**src/rtl/mem_arb_pkg.sv**
```systemverilog
// Shared types and constants for the data-memory arbiter.
package mem_arb_pkg;

   typedef enum logic [1:0] {
      IDLE   = 2'd0,
      ACCESS = 2'd1,
      RESP   = 2'd2
   } state_t;

   // Requester identifiers; also the index into the rr_arb2 request vector.
   localparam logic REQ_C = 1'b0;
   localparam logic REQ_V = 1'b1;

   // Transfer size encodings understood by the data memory.
   localparam logic [1:0] SZ_B  = 2'b00;
   localparam logic [1:0] SZ_H  = 2'b01;
   localparam logic [1:0] SZ_3B = 2'b10;
   localparam logic [1:0] SZ_W  = 2'b11;

endpackage

```
**src/rtl/rr_arb2.sv**
```systemverilog
// Two-way round-robin picker: a lone requester wins, a tie goes to the
// requester that was not served last.
module rr_arb2
   import mem_arb_pkg::*;
(
   input  logic [1:0] req,
   input  logic       last,
   output logic       win,
   output logic       any
);

   // Pick the winner from the current request vector and the last grantee.
   always_comb begin
      any = req[REQ_C] | req[REQ_V];
      win = REQ_C;
      if (req[REQ_C] && req[REQ_V]) begin
         win = ~last;
      end else if (req[REQ_V]) begin
         win = REQ_V;
      end else begin
         win = REQ_C;
      end
   end

endmodule

```
**src/rtl/data_mem_arbiter.sv**
```systemverilog
// Shares the single-port data memory between the CPU load/store unit (c_*)
// and the VGA framebuffer reader (v_*), one transaction at a time.
module data_mem_arbiter
   import mem_arb_pkg::*;
#(
   parameter int ADDR_W  = 32,
   parameter int DATA_W  = 32,
   parameter int MEM_LAT = 1
) (
   input  logic              clock,
   input  logic              reset_n,
   input  logic              c_req,
   input  logic              c_we,
   input  logic [ADDR_W-1:0] c_addr,
   input  logic [DATA_W-1:0] c_wdata,
   input  logic [1:0]        c_size,
   input  logic              c_sign_ext,
   output logic              c_gnt,
   output logic              c_ack,
   output logic [DATA_W-1:0] c_rdata,
   input  logic              v_req,
   input  logic              v_we,
   input  logic [ADDR_W-1:0] v_addr,
   input  logic [DATA_W-1:0] v_wdata,
   input  logic [1:0]        v_size,
   input  logic              v_sign_ext,
   output logic              v_gnt,
   output logic              v_ack,
   output logic [DATA_W-1:0] v_rdata,
   output logic [ADDR_W-1:0] mem_addr,
   output logic [DATA_W-1:0] mem_wdata,
   output logic              mem_we,
   output logic [1:0]        mem_size,
   output logic              mem_sign_ext,
   input  logic [DATA_W-1:0] mem_rdata,
   output logic              busy
);

   localparam int CNT_W = (MEM_LAT > 1) ? $clog2(MEM_LAT) : 1;
   localparam logic [CNT_W-1:0] CNT_LAST = CNT_W'(MEM_LAT - 1);

   state_t            state, state_nxt;
   logic              last, last_nxt;
   logic              cur, cur_nxt;         // requester being served
   logic              cur_we, cur_we_nxt;   // latched direction of current transfer
   logic [CNT_W-1:0]  cnt, cnt_nxt;
   logic              c_gnt_nxt, v_gnt_nxt, c_ack_nxt, v_ack_nxt;
   logic [DATA_W-1:0] c_rdata_nxt, v_rdata_nxt;
   logic [ADDR_W-1:0] addr_nxt;
   logic [DATA_W-1:0] wdata_nxt;
   logic              we_nxt, sext_nxt, busy_nxt;
   logic [1:0]        size_nxt;
   logic              win, any;

   rr_arb2 u_rr_arb2 (
      .req  ({v_req, c_req}),
      .last (last),
      .win  (win),
      .any  (any)
   );

   // Next-state and next-output logic; mem_we, gnt and ack default low so each is a single pulse.
   always_comb begin
      state_nxt   = state;
      last_nxt    = last;
      cur_nxt     = cur;
      cur_we_nxt  = cur_we;
      cnt_nxt     = cnt;
      c_gnt_nxt   = 1'b0;
      v_gnt_nxt   = 1'b0;
      c_ack_nxt   = 1'b0;
      v_ack_nxt   = 1'b0;
      c_rdata_nxt = c_rdata;
      v_rdata_nxt = v_rdata;
      addr_nxt    = mem_addr;
      wdata_nxt   = mem_wdata;
      size_nxt    = mem_size;
      sext_nxt    = mem_sign_ext;
      we_nxt      = 1'b0;
      case (state)
         IDLE: begin
            if (any) begin
               state_nxt = ACCESS;
               last_nxt  = win;
               cur_nxt   = win;
               cnt_nxt   = '0;
               if (win == REQ_V) begin
                  addr_nxt   = v_addr;
                  wdata_nxt  = v_wdata;
                  size_nxt   = v_size;
                  sext_nxt   = v_sign_ext;
                  we_nxt     = v_we;
                  cur_we_nxt = v_we;
                  v_gnt_nxt  = 1'b1;
               end else begin
                  addr_nxt   = c_addr;
                  wdata_nxt  = c_wdata;
                  size_nxt   = c_size;
                  sext_nxt   = c_sign_ext;
                  we_nxt     = c_we;
                  cur_we_nxt = c_we;
                  c_gnt_nxt  = 1'b1;
               end
            end else begin
               state_nxt = IDLE;
            end
         end
         ACCESS: begin
            if (cnt == CNT_LAST) begin
               state_nxt = RESP;
               if (cur == REQ_V) begin
                  v_ack_nxt = 1'b1;
                  if (!cur_we) begin
                     v_rdata_nxt = mem_rdata;
                  end else begin
                     v_rdata_nxt = v_rdata;
                  end
               end else begin
                  c_ack_nxt = 1'b1;
                  if (!cur_we) begin
                     c_rdata_nxt = mem_rdata;
                  end else begin
                     c_rdata_nxt = c_rdata;
                  end
               end
            end else begin
               cnt_nxt = cnt + CNT_W'(1);
            end
         end
         RESP: begin
            state_nxt = IDLE;
         end
         default: begin
            state_nxt = IDLE;
         end
      endcase
      busy_nxt = (state_nxt != IDLE);
   end

   // State and registered outputs; reset aborts any transfer and clears mem_we at once.
   always_ff @(posedge clock or negedge reset_n) begin
      if (!reset_n) begin
         state        <= IDLE;
         last         <= REQ_V;
         cur          <= REQ_C;
         cur_we       <= 1'b0;
         cnt          <= '0;
         c_gnt        <= 1'b0;
         v_gnt        <= 1'b0;
         c_ack        <= 1'b0;
         v_ack        <= 1'b0;
         c_rdata      <= '0;
         v_rdata      <= '0;
         mem_addr     <= '0;
         mem_wdata    <= '0;
         mem_we       <= 1'b0;
         mem_size     <= SZ_W;
         mem_sign_ext <= 1'b0;
         busy         <= 1'b0;
      end else begin
         state        <= state_nxt;
         last         <= last_nxt;
         cur          <= cur_nxt;
         cur_we       <= cur_we_nxt;
         cnt          <= cnt_nxt;
         c_gnt        <= c_gnt_nxt;
         v_gnt        <= v_gnt_nxt;
         c_ack        <= c_ack_nxt;
         v_ack        <= v_ack_nxt;
         c_rdata      <= c_rdata_nxt;
         v_rdata      <= v_rdata_nxt;
         mem_addr     <= addr_nxt;
         mem_wdata    <= wdata_nxt;
         mem_we       <= we_nxt;
         mem_size     <= size_nxt;
         mem_sign_ext <= sext_nxt;
         busy         <= busy_nxt;
      end
   end

endmodule

```
**config.mk**
```make
export PLATFORM = sky130hd
export DESIGN_NAME = data_mem_arbiter
export DESIGN_NICKNAME = d
export VERILOG_FILES = /design/src/rtl/mem_arb_pkg.sv /design/src/rtl/rr_arb2.sv /design/src/rtl/data_mem_arbiter.sv
export SDC_FILE = /design/constraint.sdc
export NUM_CORES = 1
export LEC_CHECK = 0
export ABC_AREA = 1
export ABC_CLOCK_PERIOD_IN_PS = 1600
export BUFFER_PORTS_ARGS = -buffer_cell sky130_fd_sc_hd__buf_2
export CAP_MARGIN = 20
export CORE_AREA = 8 8 126 128
export CTS_BUF_LIST = sky130_fd_sc_hd__clkbuf_4 sky130_fd_sc_hd__clkbuf_8
export DETAILED_ROUTE_END_ITERATION = 10
export DIE_AREA = 0 0 134 136
export PLACE_DENSITY = 0.87
export SLEW_MARGIN = 40
export SYNTH_ARGS = -nofsm -noshare
export SYNTH_HDL_FRONTEND = slang
export SYNTH_SLANG_ARGS = --single-unit
```
**constraint.sdc**
```tcl
create_clock -name clock -period 1.6 [get_ports clock]
set_clock_uncertainty 0.2 [all_clocks]
set_input_delay 0.16 -clock clock [delete_from_list [all_inputs] [get_ports clock]]
set_output_delay 0.16 -clock clock [all_outputs]
set_load 0.05 [all_outputs]
```
==> results of run 1 <==
[power breakdown]
| group | internal, W | leakage [nW] | switching [W] |
|---|---|---|---|
| combinational | 0.00323 | 3.99 | 0.0106 |
| sequential | 0.00536 | 1.75 | 0.00115 |
| clock | 0.00140 | 0.177 | 0.00149 |
[kinds of logic after synthesis]
family	count (synthesis)	synth area share (%)
AOI/OAI and AO/OA	2	0.154
and+or+nand+nor	611	39.7
buffers and inverters	74	5.29
DFF	142	54.9
[worst max-delay path: stages (launching register included)]
cell       delay, ps
dfstp_2          540
nand2_2           90
nand2_4          150
clkbuf_16        230
nand2_1           90
nand2_1           90
nand2_1           70
nand2_1           80
[layer usage]
layer	GRT usage, %	up-vias	routed length (µm)
met5	0	-	12
met4	22.6	2	2380
met3	12.0	228	3740
met2	53.1	814	14400
met1	36.8	3934	10300
li1	-	3581	-
[what timing repair did]
item	in CTS	in global routing
hold buffers	171	0
gates resized for setup	2	8
setup buffers	0	1
pin swaps	0	1
endpoints found under the hold margin	276	0
endpoints found under the setup margin	2	27
gates cloned	0	2
[final timing paths]
check                           start            to
max                              last  mem_addr[15]
min                             c_req      state[0]
max reg2reg                      last  mem_addr[15]
min reg2reg                v_rdata[0]    v_rdata[0]
max in group asynchronous     reset_n          last
min in group asynchronous     reset_n   c_rdata[21]
[cells in the mapped netlist]
cell type,number,area [µm²]
a21oi_1,1,5.00
buf_1,5,18.8
buf_2,34,170
buf_4,4,30.0
buf_6,1,11.3
clkbuf_1,19,71.3
dfrtp_1,139,3480
dfstp_2,3,78.8
inv_1,9,33.8
inv_2,2,7.51
nand2_1,466,1750
nand2_2,2,12.5
nand3_1,70,350
nand3b_1,3,22.5
nand4_1,64,400
nor2_1,3,11.3
nor2_2,2,12.5
nor2_4,1,11.3
o21ai_0,1,5.00
[cell type report]
cell class / instances / area, µm² / area share (%)
clock inverters: 14 / 145 / 1.38
flip-flops and latches: 142 / 3560 / 33.8
clock buffers: 18 / 241 / 2.29
inverters: 11 / 41.3 / 0.392
well taps: 184 / 230 / 2.19
multi-input cells: 613 / 2590 / 24.7
diodes: 8 / 20.0 / 0.190
repair buffers: 508 / 3690 / 35.1
[state kept, by name (all words and copies together) (netlist names)]
name / count
c_gnt: 1
mem_we: 1
state: 2
mem_size: 2
mem_addr: 32
cur: 1
c_rdata: 32
mem_sign_ext: 1
last: 1
v_gnt: 1
v_rdata: 32
c_ack: 1
mem_wdata: 32
busy: 1
v_ack: 1
cur_we: 1
[per-stage QoR]
step | instances | TNS, ps | hold slack (ps) | instance area (µm²) | power [W]
final | 1498 | 0 | 89.9 | 10500 | 0.0232
after floorplan | 829 | 0 | -336 | 6480 | 0.0156
after CTS | 1487 | 0 | 45.2 | 10400 | 0.0224
after detailed placement | 1284 | 0 | -95.9 | 8320 | 0.0192
after global routing | 1496 | -16.6 | 84.3 | 10500 | 0.0242
after global placement | 1284 | 0 | -98.0 | 8320 | 0.0190
==> reports/metrics.csv, run 1 <==
metric,value,unit
"Setup violations, final",0,
reg2reg path depth,7,
gr usage total,33.2,%
Post-Syn Area per Cell,7.82,µm²
Max-Cap Viols,0,
CTS tree,yes,
Synth Instances,829,
Final Util,75.0,%
DIE AREA,18200,µm²
synthesis-to-finish area growth,62.4,%
dpl ws,92.6,ps
Worst Path Arrival,1790,ps
Initial DRT Pass Iterations,9,
"commonest non-fill, non-tap cell in the layout",nand2_1,
Clock Path Buffers,2,
Max-slew headroom,77.0,%
post-DP HPWL,15800,µm
post-synth cell types,19,
core area,14000,µm²
fillers,842,
Die W,134,µm
Max Freq,628,MHz
1st-iter DRT viols,968,
CTS buffer count,17,
minimum clock period after layout,1590,ps
IO Port Bufs,308,
CTS Root Cell,clkbuf_8,
"critical path fanouts, max",25,
Cell Rows,44,
status,finished clean,
Netlist Area Pre-Place,6480,µm²
vias in the first global route,8775,
sequential fraction of the synthesis area,54.9,%
first-pass GRT wire length,47300,µm
"wirelength, routed",30800,µm
Nets,1465,
YS warnings,0,
share of cells above drive strength 1,29.2,%
final hold vios,0,
post-DR wirelength/cell,20.6,µm
CTS Sinks,142,
worst-skew pair later-pin latency,440,ps
vias per std cell,5.71,
VDD IR max,1.50,mV
hold depth,4,
Pwr Density,2210,nW/µm²
syn nets,1001,
crit share post-route,99.4,%
CP Capture Type,flop,
fin. max-slew vios,0,
Reg2Reg Setup Slack,9,ps
"commonest non-fill, non-tap cells in the layout","464 x nand2_1, 305 x buf_2, 171 x dlygate4sd3_1",
H-Tree Depth,4,
Worst setup SP type,flop,
vias,8559,
GR Overflow Total,0,
"Data required, critical path",1800,ps
Yosys reg bits,142,
residual DRC count,0,
"Reg clk slew, reported paths",90,ps
WS Path Type,reg2reg,
Placer Congestion,0.846,
Lkg Pwr,5.92,nW
Worst Hold Class,in2reg,
worst slew pin tran,345,ps
final worst slack,8.82,ps
Routed Antenna Nets,0,
Die Ht,136,µm
IO Pins,309,
initial core utilization,46.2,%
largest net degree at the start of global routing,65,
initial antenna violation count,8,
No activity file was read; power rests on OpenSTA's default activity.
==> run 2: changes to the inputs <==
Settings changed: BUFFER_PORTS_ARGS -buffer_cell sky130_fd_sc_hd__buf_2 to unset, CORE_AREA 8 8 126 128 to 8 8 137 139, DIE_AREA 0 0 134 136 to 0 0 145 147, DONT_BUFFER_PORTS set to 1, PLACE_DENSITY 0.87 to 0.59.
==> run 2 against run 1 <==
Core utilization fell by 21 points. Wire length fell by 24%. Non-clock buffer count fell by 294. The run now ends with negative hold slack left. Via count fell by 25%. First-iteration DRC count fell by 56%. Sequential share of layout area rose by 5.4 points. Clock power rose by 7%. Hold slack got worse by 890 ps. Combinational power fell by 48%. Critical path depth fell by 6. Sequential power rose by 71%. Design area fell by 14%.
==> reports/metrics.csv, run 2 (synthesis results as in run 1) <==
metric,value,unit
status,finished with violations,
failing checks,negative hold slack,
Nets,1171,
Max-slew headroom,63.4,%
fin. max-slew vios,0,
global-route layer with the greatest usage,met2,
GR Overflow Total,0,
met2 Track Usage GR,33.6,%
Sum Neg Setup Slack,0,ps
final hold vios,214,
cts hold-fix bufs,165,
DIE AREA,21300,µm²
CTS tree,yes,
"Data required, critical path",1240,ps
family with the most delay on the worst path,flip-flops,
Worst setup SP type,flop,
VDD IR max,1.05,mV
first-pass GRT wire length,36700,µm
synthesis-to-finish area growth,39.9,%
residual DRC count,0,
crit-path max cell delay,540,ps
CTS buffer count,17,
WHS,-796,ps
CTS Sinks,142,
vias in the first global route,6572,
IO Pins,309,
1st-iter DRT viols,424,
H-Tree Depth,4,
post-DP HPWL,13800,µm
worst-skew pair later-pin latency,440,ps
Clock Path Buffers,2,
"commonest non-fill, non-tap cell in the layout",nand2_1,
Initial DRT Pass Iterations,5,
post-DR wirelength/cell,18.9,µm
Cell Rows,48,
Final Util,54.1,%
CP Capture Type,primary output,
Pwr Density,2360,nW/µm²
vias,6406,
Die W,145,µm
met3 layer usage reported by global route,9.17,%
vias per std cell,5.17,
Worst Path Arrival,1180,ps
minimum clock period after layout,1540,ps
reg2reg path depth,6,
worst path cell trace,buf_4,
Max-Cap Viols,0,
"Slowest-stage cell, CP",dfstp_2,
Reg2Reg Setup Slack,70,ps
Max Freq,650,MHz
"Reg clk slew, reported paths",80,ps
fillers,1452,
WS Path Type,reg2out,
Worst Hold Class,in2async,
met1 Usage GRT,25.1,%
Die Ht,147,µm
FF-to-FF End,cur,
"wirelength, routed",23400,µm
worst slew pin tran,549,ps
initial antenna violation count,3,
largest net degree at the start of global routing,143,
crit share post-route,96.1,%
share of cells above drive strength 1,9.09,%
Placer Congestion,0.774,
CP Buf/Inv Count,1,
initial core utilization,38.7,%
"Setup violations, final",0,
core area,16800,µm²
RSZ-0062 raised after global routing,no,
Finished Layout Cells,1240,
IO Port Bufs,0,
FF-to-FF Start,last,
CTS Root Cell,clkbuf_8,
post-placement cell count,1039,
"commonest non-fill, non-tap cells in the layout","466 x nand2_1, 165 x dlygate4sd3_1, 139 x dfrtp_1",
gr usage total,21.2,%
"critical path fanouts, max",2,
Routed Antenna Nets,0,
Lkg Pwr,4.72,nW
==> run 2: changes by cell type in the layout (fill, tap and decap cells not counted), moves of 3 or more <==
cell | before | now
buf_2 | 305 | 0
nand2_2 | 3 | 0
clkinvlp_4 | 7 | 4
dlygate4sd3_1 | 171 | 165
buf_12 | 13 | 10
buf_4 | 14 | 38
diode_2 | 8 | 3
==> run 2: layout make-up <==
type / instances / area [µm²] / share of cell area (%)
Sequential cell: 142 / 3560 / 39.2
Multi-Input combinational cell: 613 / 2590 / 28.6
Timing Repair Buffer: 214 / 2160 / 23.8
Tap cell: 225 / 282 / 3.10
Clock buffer: 19 / 262 / 2.88
Clock inverter: 13 / 161 / 1.78
Inverter: 11 / 41.3 / 0.455
Antenna cell: 3 / 7.51 / 0.0828
==> run 2: what timing repair did <==
item / CTS / global route
resized for setup: 0 / 5
hold endpoints to repair: 278 / 214
endpoints found under the setup margin: 0 / 27
buffers inserted: 0 / 0
==> run 2: routing by layer <==
metal / wire length [µm] / vias to the layer above / part of all wire (%)
li1: - / 2989 / -
met1: 9170 / 3016 / 39
met2: 11000 / 357 / 47
met3: 2640 / 44 / 11
met4: 589 / 0 / 2.5
met5: 0 / - / 0
==> run 2: worst max-delay path by stage <==
| stage | from | end | slack, ps | cells after the start |
|---|---|---|---|---|
| 6_report | mem_size[0] | mem_size[0] | 60 | 1 |
| 5_1_grt | last | cur | 5 | 6 |
| 4_1_cts | mem_size[0] | mem_size[0] | 20 | 1 |
| 3_5_place_dp | last | cur | 50 | 6 |
| 3_3_place_gp | last | cur | 70 | 6 |
| 2_1_floorplan | last | cur_we | 160 | 7 |
==> run 2: report_power, final <==
part / total [W] / internal [W] / leakage (nW) / switching, W
sequential: 0.0111 / 0.00527 / 1.75 / 0.00581
clock: 0.00309 / 0.00163 / 0.205 / 0.00145
combinational: 0.00723 / 0.00235 / 2.77 / 0.00488
total: 0.0214 / 0.00925 / 4.72 / 0.0121
==> run 2: stage by stage <==
stage                     instance area, µm²  setup WS [ps]  hold WS [ps]  power [W]
final                                   9070           62.0          -796     0.0214
after global routing                    9070           5.04          -839     0.0225
after CTS                               9010           16.3          -837     0.0214
after detailed placement                6940           51.3          -332     0.0180
after global placement                  6940           71.9          -330     0.0179
after floorplan                         6480            160          -336     0.0156
==> run 3: changes to the inputs <==
Settings changed: MAX_ROUTING_LAYER set to met4.
==> run 3 against run 2 <==
The flow still finishes with violations (negative hold slack). Wire length decreased by 0.32%. Final cell count unchanged. Critical endpoint is now cur. Clock-buffer cell count unchanged. Combinational power about the same.
==> reports/metrics.csv, run 3 (synthesis results as in run 1) <==
metric,value,unit
first-pass GRT wire length,36700,µm
residual DRC count,0,
gr usage total,21.9,%
postcts setup bufs,0,
"commonest non-fill, non-tap cells in the layout","466 x nand2_1, 165 x dlygate4sd3_1, 139 x dfrtp_1",
Placer Congestion,0.784,
final hold vios,214,
CTS Sinks,142,
IO Port Bufs,0,
FF-to-FF Start,last,
minimum clock period after layout,1530,ps
Nets,1171,
IO Pins,309,
Initial DRT Pass Iterations,5,
global-route layer with the greatest usage,met2,
crit path launch,last,
Cell Rows,48,
vias per std cell,5.23,
DIE AREA,21300,µm²
"commonest non-fill, non-tap cell in the layout",nand2_1,
Worst Path Arrival,1640,ps
Max-Cap Viols,0,
CP Capture Type,flop,
"Reg clk slew, reported paths",80,ps
CTS buffer count,17,
Routed Antenna Nets,0,
failing checks,negative hold slack,
WS Path Type,reg2reg,
"critical path fanouts, max",22,
FF-to-FF End,cur,
share of cells above drive strength 1,9.09,%
fin. max-slew vios,0,
Pint,0.00926,W
Max-slew headroom,63.7,%
initial core utilization,38.7,%
H-Tree Depth,4,
Tot Pwr,0.0214,W
clock group share of total power,14.5,%
met1 Usage GRT,26.0,%
worst-skew pair later-pin latency,440,ps
Max Freq,655,MHz
GR Overflow Total,0,
Worst setup SP type,flop,
cts hold-fix bufs,165,
worst slew pin tran,544,ps
Clock Path Buffers,2,
"wirelength, routed",23400,µm
Psw,0.0122,W
WHS,-796,ps
fillers,1452,
Die W,145,µm
reg2reg path depth,6,
crit share post-route,95.4,%
VDD IR max,1.05,mV
met3 layer usage reported by global route,8.34,%
initial antenna violation count,3,
1st-iter DRT viols,378,
vias in the first global route,6585,
post-DP HPWL,13800,µm
post-DR wirelength/cell,18.8,µm
met2 Track Usage GR,33.5,%
switching share of power,56.7,%
Die Ht,147,µm
core area,16800,µm²
CTS tree,yes,
Sum Neg Setup Slack,0,ps
CTS Root Cell,clkbuf_8,
RSZ-0062 raised after global routing,no,
Worst Hold Class,in2async,
status,finished with violations,
largest net degree at the start of global routing,143,
synthesis-to-finish area growth,40.0,%
Reg2Reg Setup Slack,70,ps
sequential share of power,51.8,%
vias,6485,
Lkg Pwr,4.72,nW
Comb pwr share,33.8,%
Pwr Density,2360,nW/µm²
"Setup violations, final",0,
"Data required, critical path",1710,ps
run 3: critical path, stage by stage (launching register included):
cell,delay (ps)
dfstp_2,550
nand2_4,70
nand2_4,140
buf_12,180
nor2_1,70
inv_1,100
o21ai_0,80
run 3: metal layers:
layer / vias up / routed length (µm)
met5: - / 0
met4: 0 / 544
met3: 40 / 2460
met2: 388 / 11100
met1: 3068 / 9270
li1: 2989 / -
run 3: metrics by stage:
stage                     util (%)  cells  setup slack [ps]  hold WS [ps]  cell area, µm²
after floorplan                  -    829               160          -336            6480
after global placement        41.4   1039              71.9          -330            6940
after detailed placement      41.4   1039              51.3          -332            6940
after CTS                     53.8   1236              16.3          -837            9010
after global routing          54.1   1240              7.31          -846            9070
final                         54.1   1240              73.0          -796            9070
run 3: worst max-delay path by stage:
stage / endpoint / slack [ps] / cells past startpoint
6_report: cur / 70 / 6
5_1_grt: mem_addr[0] / 7 / 7
4_1_cts: mem_size[0] / 20 / 1
3_5_place_dp: cur / 50 / 6
3_3_place_gp: cur / 70 / 6
2_1_floorplan: cur_we / 160 / 7
run 3: timing repair:
action	CTS	global route
endpoints found under the setup margin	0	28
gates resized for setup	0	6
endpoints found under the hold margin	278	214
run 3: power groups by stage:
stage | registers, W | clock network [W] | logic, W
finish | 0.0111 | 0.00310 | 0.00723
global route | 0.0113 | 0.00330 | 0.00795
CTS | 0.0111 | 0.00318 | 0.00715
detailed placement | 0.0111 | 0 | 0.00682
global placement | 0.0112 | 0 | 0.00670
floorplan | 0.0121 | 0 | 0.00352
run 3: cell type report:
type | instances | area, µm² | area share, %
repair buffers | 214 | 2170 | 23.9
clock inverters | 13 | 161 | 1.78
diodes | 3 | 7.51 | 0.0828
multi-input cells | 613 | 2590 | 28.6
flip-flops and latches | 142 | 3560 | 39.2
well taps | 225 | 282 | 3.10
inverters | 11 | 41.3 | 0.455
clock buffers | 19 | 262 | 2.88
